### config.mk
export PLATFORM = sky130hd
export DESIGN_NAME = sipo5_deser
export DESIGN_NICKNAME = d
export VERILOG_FILES = /design/src/rtl/sipo5_deser.sv
export SDC_FILE = /design/constraint.sdc
export NUM_CORES = 1
export LEC_CHECK = 0
export CELL_PAD_IN_SITES_DETAIL_PLACEMENT = 0
export CELL_PAD_IN_SITES_GLOBAL_PLACEMENT = 1
export CORE_AREA = 2 2 51 53
export DETAILED_ROUTE_END_ITERATION = 10
export DIE_AREA = 0 0 53 55
export DONT_BUFFER_PORTS = 1
export GPL_TIMING_DRIVEN = 0
export PLACE_DENSITY_LB_ADDON = 0.2
export SETUP_SLACK_MARGIN = 0.05
export SLEW_MARGIN = 20
export SYNTH_ARGS = -nofsm -noshare
export SYNTH_HDL_FRONTEND = slang
export SYNTH_SLANG_ARGS = --single-unit
export TNS_END_PERCENT = 1
### constraint.sdc
create_clock -name CK -period 1.5 [get_ports CK]
set_input_delay 0.15 -clock CK [delete_from_list [all_inputs] [get_ports CK]]
set_output_delay 0.15 -clock CK [all_outputs]
set_load 0.01 [all_outputs]
### src/rtl/sipo5_deser.sv
// Serial-in, parallel-out deserializer with valid/ack handshake, all-ones flag,
// busy indication and sticky overrun flag.
module sipo5_deser #(
    parameter int unsigned WIDTH     = 5,
    parameter bit          MSB_FIRST = 1'b1
) (
    input  logic             CK,
    input  logic             CD,
    input  logic             SP,
    input  logic             SI,
    input  logic             SYNC,
    input  logic             ACK,
    output logic [WIDTH-1:0] Q,
    output logic             QV,
    output logic             Z,
    output logic             BUSY,
    output logic             OVF
);

    localparam int unsigned CntW = (WIDTH > 2) ? $clog2(WIDTH) : 1;
    localparam logic [CntW-1:0] CntLast = CntW'(WIDTH - 1);

    logic [WIDTH-1:0] sr_q, sr_d;
    logic [CntW-1:0]  cnt_q, cnt_d;
    logic [WIDTH-1:0] q_q, q_d;
    logic             qv_q, qv_d;
    logic             z_q, z_d;
    logic             busy_q, busy_d;
    logic             ovf_q, ovf_d;
    logic [WIDTH-1:0] sr_shift;
    logic             complete;

    // Next-state: bit acceptance, word completion, handshake and overrun.
    always_comb begin
        sr_d     = sr_q;
        cnt_d    = cnt_q;
        q_d      = q_q;
        qv_d     = qv_q;
        z_d      = z_q;
        ovf_d    = ovf_q;
        complete = 1'b0;

        // Word with SI inserted at the end that moves toward the first-bit side.
        if (MSB_FIRST) begin
            sr_shift = {sr_q[WIDTH-2:0], SI};
        end else begin
            sr_shift = {SI, sr_q[WIDTH-1:1]};
        end

        if (SP) begin
            if (SYNC) begin
                // Restart framing: SI is bit 0 of the new word.
                if (MSB_FIRST) begin
                    sr_d = {{(WIDTH-1){1'b0}}, SI};
                end else begin
                    sr_d = {SI, {(WIDTH-1){1'b0}}};
                end
                cnt_d = CntW'(1);
            end else if (cnt_q == CntLast) begin
                complete = 1'b1;
                sr_d     = sr_shift;
                cnt_d    = '0;
            end else begin
                sr_d  = sr_shift;
                cnt_d = cnt_q + CntW'(1);
            end
        end

        if (complete) begin
            q_d  = sr_shift;
            z_d  = &sr_shift;
            qv_d = 1'b1;
            // Overwriting an unacknowledged word is an overrun.
            if (qv_q && !ACK) begin
                ovf_d = 1'b1;
            end
        end else if (qv_q && ACK) begin
            qv_d = 1'b0;
        end

        busy_d = (cnt_d != '0);
    end

    // State registers with synchronous active-high reset.
    always_ff @(posedge CK) begin
        if (CD) begin
            sr_q   <= '0;
            cnt_q  <= '0;
            q_q    <= '0;
            qv_q   <= 1'b0;
            z_q    <= 1'b0;
            busy_q <= 1'b0;
            ovf_q  <= 1'b0;
        end else begin
            sr_q   <= sr_d;
            cnt_q  <= cnt_d;
            q_q    <= q_d;
            qv_q   <= qv_d;
            z_q    <= z_d;
            busy_q <= busy_d;
            ovf_q  <= ovf_d;
        end
    end

    assign Q    = q_q;
    assign QV   = qv_q;
    assign Z    = z_q;
    assign BUSY = busy_q;
    assign OVF  = ovf_q;

endmodule

==> impl_metrics.json, run 1 <==
{
  "dp_hpwl_um": 925,
  "met3_resource_use_gr": 0.0645,
  "drt_drc_violations_left": 0,
  "die-height_um": 55,
  "finalSetupViolations": 0,
  "skew_ps": 4.91,
  "async_flop_share": 0,
  "tightestPinTransition_ps": 436,
  "areaGrowthSynthToFinish_pct": 18.9,
  "clock_tree.root_cell": "sky130_fd_sc_hd__clkbuf_4",
  "net-switching-power_mw": 0.162,
  "gpl.final_weighted_congestion": 0.714,
  "status": "finished clean",
  "setup_total_negative_slack_ps": 0,
  "cp.arrival_ps": 1660,
  "post-route-period-util": 0.954,
  "groute.layer.met1.usage": 0.130,
  "initial_antenna_violation_count": 0,
  "yosysWarningCount": 0,
  "grt_first_pass_wirelength_um": 2080,
  "hold_class": "in -> reg",
  "post_synth_edffs": 0,
  "synth_nets": 79,
  "global_route.usage.met2": 0.144,
  "post-synth-top-area-cell": "sky130_fd_sc_hd__dfxtp_1",
  "initial_core_util": 0.279,
  "rsz0062_at_grt": "true",
  "die_width_um": 53,
  "maxSlewViolCount": 0,
  "ir_drop_uv": 627,
  "maxClockFrequency_ghz": 0.699,
  "hold-path-cell-count": 2,
  "avgRoutedWirePerCell_um": 13.0,
  "n_antenna_cell": 0,
  "pwr-share-seq": 0.615,
  "numPortBuffers": 0,
  "synthDistinctLibCells": 24,
  "timing.slew.headroom": 0.709,
  "cp-start-kind": "flop",
  "globalRoute.busiestLayer": "met2",
  "power_density_mw_per_mm2": 914,
  "power.share.switching": 0.226,
  "cts.reportedPaths.clkPinSlew_ps": 90,
  "yosys_register_bits": 16,
  "hold_start": "SI",
  "cp_max_fo": 4,
  "maxCapViolations": 0,
  "p_int_mw": 0.556,
  "finalHoldViolCount": 0,
  "number_of_nets_still_failing_antenna_checks_after_routing": 0,
  "final_core_util": 0.332,
  "timing.critical_path.required_ps": 1730,
  "finish.net_count": 88,
  "ioPinCount": 15,
  "critical_path.reg2reg.endpoint": "BUSY$_SDFF_PP0_",
  "dieArea_mm2": 0.00292,
  "cts_buffer_depth": 2,
  "gate_count_post_synth": 71,
  "grt_start_max_net_pins": 11,
  "critical_path_class": "reg -> reg",
  "worst_setup_path_end_kind": "flop",
  "min_to": "sr_q[0]$_SDFFE_PP0P_",
  "detail_route.first_pass.iterations": 4,
  "vias_per_cell": 4.76,
  "postSynth.topFlopCell": "sky130_fd_sc_hd__dfxtp_1",
  "clock_tree_from_tritoncts": "done",
  "reg2reg_setup_slack_ps": 70,
  "clock-sinks": 16,
  "cts_made_buffers": 3,
  "track_usage": 0.101,
  "post_synth_instance_area_um2": 661,
  "cts.htree.levels": 1,
  "yosys-top-cells-area": "sky130_fd_sc_hd__dfxtp_1, sky130_fd_sc_hd__a21oi_1, sky130_fd_sc_hd__nand2_1",
  "rr_worst_depth": 5,
  "crit-reg2reg-launch": "cnt_q[0]$_SDFF_PP0_",
  "floorplan.core_area_mm2": 0.00236,
  "netlist.area_leader.share": 0.485,
  "global_route.overflow_total": 0,
  "detailedRoute.firstIterationViolations": 17,
  "static-leakage-power_nw": 0.275,
  "combinationalPowerShare": 0.079,
  "timing.final.crit_period_ps": 1430,
  "drive_gt1_frac": 0.218,
  "wl_um": 1410,
  "register_area_share_after_synthesis": 0.485,
  "clk-insertion-delay-late_ps": 280,
  "syn-mean-instance-area_um2": 9.30,
  "rows": 18,
  "num_vias": 514,
  "p_clk_frac": 0.306,
  "grt_pass1_vias": 450
}
[Yosys cell counts, types with 2 or more instances]
master	instances
sky130_fd_sc_hd__a21oi_1	11
sky130_fd_sc_hd__nand2b_1	4
sky130_fd_sc_hd__nand3_1	3
sky130_fd_sc_hd__nor2_1	3
sky130_fd_sc_hd__nand2_1	11
sky130_fd_sc_hd__dfxtp_1	16
sky130_fd_sc_hd__inv_1	3
sky130_fd_sc_hd__ha_1	2
sky130_fd_sc_hd__or2b_1	2
sky130_fd_sc_hd__clkbuf_1	2
[stage by stage]
stage | setup slack, ps | instances | hold WS [ps] | cell area (µm²) | power (mW)
floorplan | 65.3 | 71 | 219 | 661 | 0.479
finish | 68.9 | 108 | 15.4 | 786 | 0.718
CTS | 75.0 | 107 | 9.12 | 752 | 0.720
global placement | -40.4 | 101 | 221 | 698 | 0.487
global route | 4.43 | 108 | 21.6 | 786 | 0.761
detailed placement | -32.0 | 101 | 226 | 698 | 0.487
[power groups by stage]
stage / Clock [mW] / Combinational (mW) / Sequential (mW)
global placement: 0 / 0.0362 / 0.451
global route: 0.256 / 0.0615 / 0.443
floorplan: 0 / 0.0300 / 0.449
CTS: 0.232 / 0.0472 / 0.441
finish: 0.220 / 0.0568 / 0.441
detailed placement: 0 / 0.0361 / 0.450
[layout make-up]
cell class / count / area, µm²
clock buffer: 3 / 22.5
buffer: 3 / 18.8
multi-input combinational: 49 / 338
fill: 256 / 1580
timing repair buffer: 4 / 35.0
sequential: 16 / 323
tap: 30 / 37.5
inverter: 3 / 11.3
[worst max-delay path, cell delays in order (launching register included)]
cell	delay, ps
sky130_fd_sc_hd__dfxtp_2	360
sky130_fd_sc_hd__inv_2	50
sky130_fd_sc_hd__ha_4	160
sky130_fd_sc_hd__or4b_4	500
sky130_fd_sc_hd__a31oi_4	190
sky130_fd_sc_hd__or3_1	120
[placed cells by master, fill, tap and decap left out, types with 2 or more instances in the layout]
cell                             n
sky130_fd_sc_hd__nand2b_1        4
sky130_fd_sc_hd__buf_4           2
sky130_fd_sc_hd__nor2_1          3
sky130_fd_sc_hd__clkbuf_4        3
sky130_fd_sc_hd__nand2_1        11
sky130_fd_sc_hd__dlygate4sd3_1   2
sky130_fd_sc_hd__nand3_1         3
sky130_fd_sc_hd__or2b_1          2
sky130_fd_sc_hd__a21oi_1        11
sky130_fd_sc_hd__dfxtp_1        14
sky130_fd_sc_hd__inv_2           2
sky130_fd_sc_hd__clkbuf_1        2
sky130_fd_sc_hd__dfxtp_2         2
[state kept, by name (all words and copies together) (netlist names)]
register / count
BUSY: 1
OVF: 1
Q: 5
QV: 1
Z: 1
cnt_q: 3
sr_q: 4
[cell families (layout without fill, tap and decap cells)]
family	after synthesis	after routing	share of synthesized area
simple gates	31	31	0.275
buf+inv	6	13	0.0455
fa+ha+maj	2	2	0.0379
flops	16	16	0.485
compound gates	15	15	0.142
mux	1	1	0.0152
[per-layer routing]
layer / wire length (µm) / part of all wire
met1: 660 / 0.47
met2: 622 / 0.44
met3: 103 / 0.073
met4: 23 / 0.016
met5: 0 / 0
[what timing repair did]
| action | CTS | global route |
|---|---|---|
| resized for setup | 2 | 7 |
| buffers inserted | 1 | 1 |
| endpoints found under the setup margin | 2 | 4 |
| hold buffers | 2 | 0 |
| pin swaps | 1 | 2 |
| endpoints found under the hold margin | 6 | 0 |
[worst max-delay path by stage]
stage,to,from,cells after the start
after floorplan,BUSY$_SDFF_PP0_,cnt_q[0]$_SDFF_PP0_,5
after global placement,BUSY$_SDFF_PP0_,cnt_q[0]$_SDFF_PP0_,5
after detailed placement,BUSY$_SDFF_PP0_,cnt_q[0]$_SDFF_PP0_,5
after CTS,BUSY$_SDFF_PP0_,cnt_q[0]$_SDFF_PP0_,5
after global routing,BUSY$_SDFF_PP0_,cnt_q[0]$_SDFF_PP0_,5
final,BUSY$_SDFF_PP0_,cnt_q[0]$_SDFF_PP0_,5
No activity file was read; power rests on OpenSTA's default activity.
==> run 2: changes to the inputs <==
CELL_PAD_IN_SITES_DETAIL_PLACEMENT = 1   (was 0)
PLACE_DENSITY = 0.55   (was not set)
PLACE_DENSITY_LB_ADDON = not set   (was 0.2)
==> impl_metrics.json, run 2 (synthesis gave the netlist of run 1 again) <==
{
  "pwr-share-seq": 0.610,
  "post-route-period-util": 0.961,
  "avgRoutedWirePerCell_um": 13.9,
  "timing.final.crit_period_ps": 1440,
  "areaGrowthSynthToFinish_pct": 23.5,
  "timing.critical_path.slowest_stage_cell": "sky130_fd_sc_hd__or4b_4",
  "clock_tree_from_tritoncts": "done",
  "grt_first_pass_wirelength_um": 2480,
  "detailedRoute.firstIterationViolations": 8,
  "cts_made_buffers": 3,
  "initial_antenna_violation_count": 0,
  "reg2reg_setup_slack_ps": 60,
  "skew_ps": 7.50,
  "clock_tree.root_cell": "sky130_fd_sc_hd__clkbuf_4",
  "report.power.total_mw": 0.724,
  "cp.arrival_ps": 1670,
  "n_antenna_cell": 0,
  "vias_per_cell": 4.79,
  "p_clk_frac": 0.309,
  "num_vias": 527,
  "cts_buffer_depth": 2,
  "combinationalPowerShare": 0.081,
  "stdcell_area_um2": 816,
  "ioPinCount": 15,
  "numPortBuffers": 0,
  "power.share.switching": 0.231,
  "post_layout_nonfiller_instances": 110,
  "cts.htree.levels": 1,
  "floorplan.core_area_mm2": 0.00236,
  "cp.buffers_inverters": 1,
  "power_density_mw_per_mm2": 888,
  "tightestPinTransition_ps": 468,
  "rsz0062_at_grt": "true",
  "die-height_um": 55,
  "timing.slew.headroom": 0.688,
  "rows": 18,
  "crit_path_leading_delay_family": "simple AND/OR/NAND/NOR gates",
  "grt_pass1_vias": 528,
  "finalSetupViolations": 0,
  "wl_um": 1530,
  "cp_slowest_stage_delay_ps": 490,
  "dp_hpwl_um": 1000,
  "p_int_mw": 0.557,
  "cp_max_fo": 3,
  "dieArea_mm2": 0.00292,
  "clk-insertion-delay-late_ps": 290,
  "gpl.final_weighted_congestion": 0.770,
  "ir_drop_uv": 575,
  "cp-start-kind": "flop",
  "maxClockFrequency_ghz": 0.694,
  "path_cells": "inv_2 > ha_4 > or4b_4 > a31oi_4 > or3_1",
  "static-leakage-power_nw": 0.292,
  "drt_drc_violations_left": 0,
  "max_ffs_per_register": 5,
  "net-switching-power_mw": 0.167,
  "track_usage": 0.121,
  "grt_start_max_net_pins": 11,
  "layout_commonest_cell": "sky130_fd_sc_hd__dfxtp_1",
  "finalHoldViolCount": 0,
  "detail_route.first_pass.iterations": 2,
  "timing.critical_path.required_ps": 1730,
  "critical_path_class": "reg -> reg",
  "worst_hold_slack_ps": 19.1,
  "layout_common_cells": "sky130_fd_sc_hd__dfxtp_1, sky130_fd_sc_hd__nand2_1, sky130_fd_sc_hd__a21oi_1, sky130_fd_sc_hd__nand2b_1, sky130_fd_sc_hd__dlygate4sd3_1",
  "clock-sinks": 16,
  "maxSlewViolCount": 0,
  "drive_gt1_frac": 0.238,
  "cts.reportedPaths.clkPinSlew_ps": 90,
  "finish.net_count": 90,
  "global_route.overflow_total": 0,
  "worst_setup_path_end_kind": "flop",
  "number_of_nets_still_failing_antenna_checks_after_routing": 0,
  "final_core_util": 0.345,
  "die_width_um": 53,
  "placed_cell_area_um2": 698,
  "maxCapViolations": 0,
  "status": "finished clean",
  "initial_core_util": 0.279,
  "hold_class": "in -> reg",
  "dp.cells": 101
}
[run 2: per-stage QoR]
step           TNS, ps  worst slack, ps
6_report             0             58.2
5_1_grt              0             5.76
4_1_cts              0             50.0
3_5_place_dp     -84.5            -84.5
3_3_place_gp     -61.7            -61.7
2_1_floorplan        0             65.3
[run 2: final cells by class]
class | count | area, µm²
fill | 286 | 1550
sequential | 16 | 323
tap | 30 | 37.5
inverter | 3 | 11.3
clock buffer | 3 | 22.5
timing repair buffer | 6 | 55.1
buffer | 3 | 18.8
multi-input combinational | 49 | 348
[run 2: final timing paths]
check | start | endpoint | cells after the start
max | cnt_q[1]$_SDFF_PP0_ | BUSY$_SDFF_PP0_ | 5
min | SI | sr_q[0]$_SDFFE_PP0P_ | 2
max reg2reg | cnt_q[1]$_SDFF_PP0_ | BUSY$_SDFF_PP0_ | 5
min reg2reg | sr_q[3]$_SDFFE_PP0P_ | Q[4]$_SDFFE_PP0P_ | 2
[run 2: per-layer routing]
layer | wire length, µm | up-vias | global-route usage
met5 | 0 | - | 0
met4 | 0 | 0 | 0.0256
met3 | 76 | 0 | 0.0591
met2 | 751 | 10 | 0.185
met1 | 703 | 255 | 0.154
li1 | - | 262 | -
[run 2: power groups by stage]
stage	Combinational (mW)	Sequential (mW)	Clock, mW
2_1_floorplan	0.0300	0.449	0
3_3_place_gp	0.0360	0.451	0
3_5_place_dp	0.0371	0.451	0
4_1_cts	0.0558	0.442	0.235
5_1_grt	0.0641	0.443	0.262
6_report	0.0584	0.442	0.224
[run 2: timing repair]
action                                  4_1_cts  5_1_grt
pin swaps                                     6        3
endpoints found under the setup margin        3        2
buffers inserted                              2        0
resized for setup                            10        1
hold buffers                                  4        0
endpoints found under the hold margin         6        0
==> run 3: changes to the inputs <==
PLACE_DENSITY = 0.53   (was 0.55)
RECOVER_POWER = 50   (was not set)
clock period = 1.41 ns   (was 1.5 ns; I/O delays follow)
==> impl_metrics.json, run 3 (synthesis gave the netlist of run 1 again) <==
{
  "status": "finished, violations left",
  "violated_checks": "negative setup slack",
  "clock_tree_from_tritoncts": "done",
  "rows": 18,
  "cp.buffers_inverters": 0,
  "rsz0062_at_grt": "true",
  "n_antenna_cell": 0,
  "cp_slowest_stage_delay_ps": 520,
  "worst_setup_path_end_kind": "flop",
  "post_layout_nonfiller_instances": 109,
  "crit-reg2reg-launch": "cnt_q[0]$_SDFF_PP0_",
  "crit_start": "cnt_q[0]$_SDFF_PP0_",
  "tightestPinTransition_ps": 436,
  "power_density_mw_per_mm2": 1020,
  "max_ffs_per_register": 5,
  "timing.final.crit_period_ps": 1410,
  "timing.slew.headroom": 0.709,
  "avgRoutedWirePerCell_um": 13.4,
  "report.power.total_mw": 0.830,
  "timing.critical_path.slowest_stage_cell": "sky130_fd_sc_hd__or4b_4",
  "cts.reportedPaths.clkPinSlew_ps": 90,
  "layout_common_cells": "sky130_fd_sc_hd__dfxtp_1, sky130_fd_sc_hd__nand2_1, sky130_fd_sc_hd__a21oi_1, sky130_fd_sc_hd__nand2b_1, sky130_fd_sc_hd__dlygate4sd3_1",
  "areaGrowthSynthToFinish_pct": 22.7,
  "number_of_nets_still_failing_antenna_checks_after_routing": 0,
  "power.share.switching": 0.221,
  "ir_drop_uv": 615,
  "cts_buffer_depth": 2,
  "clk-insertion-delay-late_ps": 290,
  "skew_ps": 8.03,
  "grt_pass1_vias": 533,
  "drive_gt1_frac": 0.203,
  "cts.htree.levels": 1,
  "dp.cells": 101,
  "pwr-share-seq": 0.566,
  "finalHoldViolCount": 0,
  "cts_setup_buffers": 0,
  "layout_setup_ws_ps": -3.64,
  "rr_worst_depth": 4,
  "grt_first_pass_wirelength_um": 2430,
  "crit_path_leading_delay_family": "simple AND/OR/NAND/NOR gates",
  "initial_core_util": 0.279,
  "die_width_um": 53,
  "placed_cell_area_um2": 702,
  "die-height_um": 55,
  "hold_class": "in -> reg",
  "p_int_mw": 0.647,
  "path_cells": "ha_2 > or4b_4 > a31oi_4 > or3_1",
  "track_usage": 0.120,
  "cts_made_buffers": 3,
  "critical_path_class": "reg -> reg",
  "clock_tree.root_cell": "sky130_fd_sc_hd__clkbuf_4",
  "maxSlewViolCount": 0,
  "finalSetupViolations": 1,
  "dieArea_mm2": 0.00292,
  "global_route.overflow_total": 0,
  "layout_commonest_cell": "sky130_fd_sc_hd__dfxtp_1",
  "ioPinCount": 15,
  "maxClockFrequency_ghz": 0.707,
  "finish.net_count": 88,
  "stdcell_area_um2": 811,
  "detail_route.first_pass.iterations": 1,
  "initial_antenna_violation_count": 0,
  "cp_max_fo": 4,
  "gpl.final_weighted_congestion": 0.693,
  "floorplan.core_area_mm2": 0.00236,
  "vias_per_cell": 4.66,
  "p_clk_frac": 0.365,
  "timing.critical_path.required_ps": 1640,
  "hold-path-cell-count": 2,
  "detailedRoute.firstIterationViolations": 0,
  "cp-start-kind": "flop",
  "timing.critical_path.depth": 4,
  "hold_start": "SP",
  "clock-sinks": 16,
  "post-route-period-util": 1.00,
  "wl_um": 1460,
  "combinationalPowerShare": 0.069,
  "grt_start_max_net_pins": 11,
  "dp_hpwl_um": 1070,
  "maxCapViolations": 0,
  "net-switching-power_mw": 0.183,
  "drt_drc_violations_left": 0,
  "setup_total_negative_slack_ps": -3.64,
  "cp.arrival_ps": 1650,
  "num_vias": 508,
  "static-leakage-power_nw": 0.288,
  "numPortBuffers": 0
}
==> run 3: cell types whose count changed in the layout (fill, tap and decap cells not counted), sizes merged <==
cell | previous run | this run
clkbuf | 5 | 6
buf | 3 | 1
==> run 3: path summary, 6_finish.rpt <==
check                         to  slack (ps)
max reg2reg      BUSY$_SDFF_PP0_          -4
min          cnt_q[1]$_SDFF_PP0_          30
min reg2reg    Q[4]$_SDFFE_PP0P_         480
max              BUSY$_SDFF_PP0_          -4
==> run 3: layer usage <==
metal,track usage,share of wire,vias up
li1,-,-,260
met5,0,0,-
met1,0.136,0.46,235
met4,0.0385,0.0069,0
met3,0.0618,0.057,2
met2,0.196,0.48,11
==> run 3: timing repair <==
item	CTS	global route
hold endpoints to repair	6	1
endpoints found under the setup margin	2	6
gates resized for setup	4	5
cloned	0	0
pin swaps	1	2
hold buffers	3	1
==> run 3: layout make-up <==
type | count | area [µm²]
Multi-Input combinational cell | 49 | 338
Fill cell | 290 | 1550
Buffer | 3 | 20.0
Inverter | 3 | 13.8
Sequential cell | 16 | 325
Tap cell | 30 | 37.5
Timing Repair Buffer | 4 | 40.0
Clock buffer | 4 | 36.3
==> run 3: stage by stage <==
stage	hold slack [ps]	utilization	setup slack, ps
6_report	31.3	0.343	-3.64
5_1_grt	43.9	0.343	-77.0
4_1_cts	5.54	0.331	-27.2
3_5_place_dp	214	0.297	-29.7
3_3_place_gp	212	0.297	-6.60
2_1_floorplan	210	-	72.8
==> run 3: power groups by stage <==
stage / logic (mW) / clock network [mW] / registers, mW
after floorplan: 0.0327 / 0 / 0.478
after global placement: 0.0394 / 0 / 0.480
after detailed placement: 0.0419 / 0 / 0.480
after CTS: 0.0543 / 0.319 / 0.471
after global routing: 0.0628 / 0.337 / 0.472
final: 0.0569 / 0.303 / 0.470
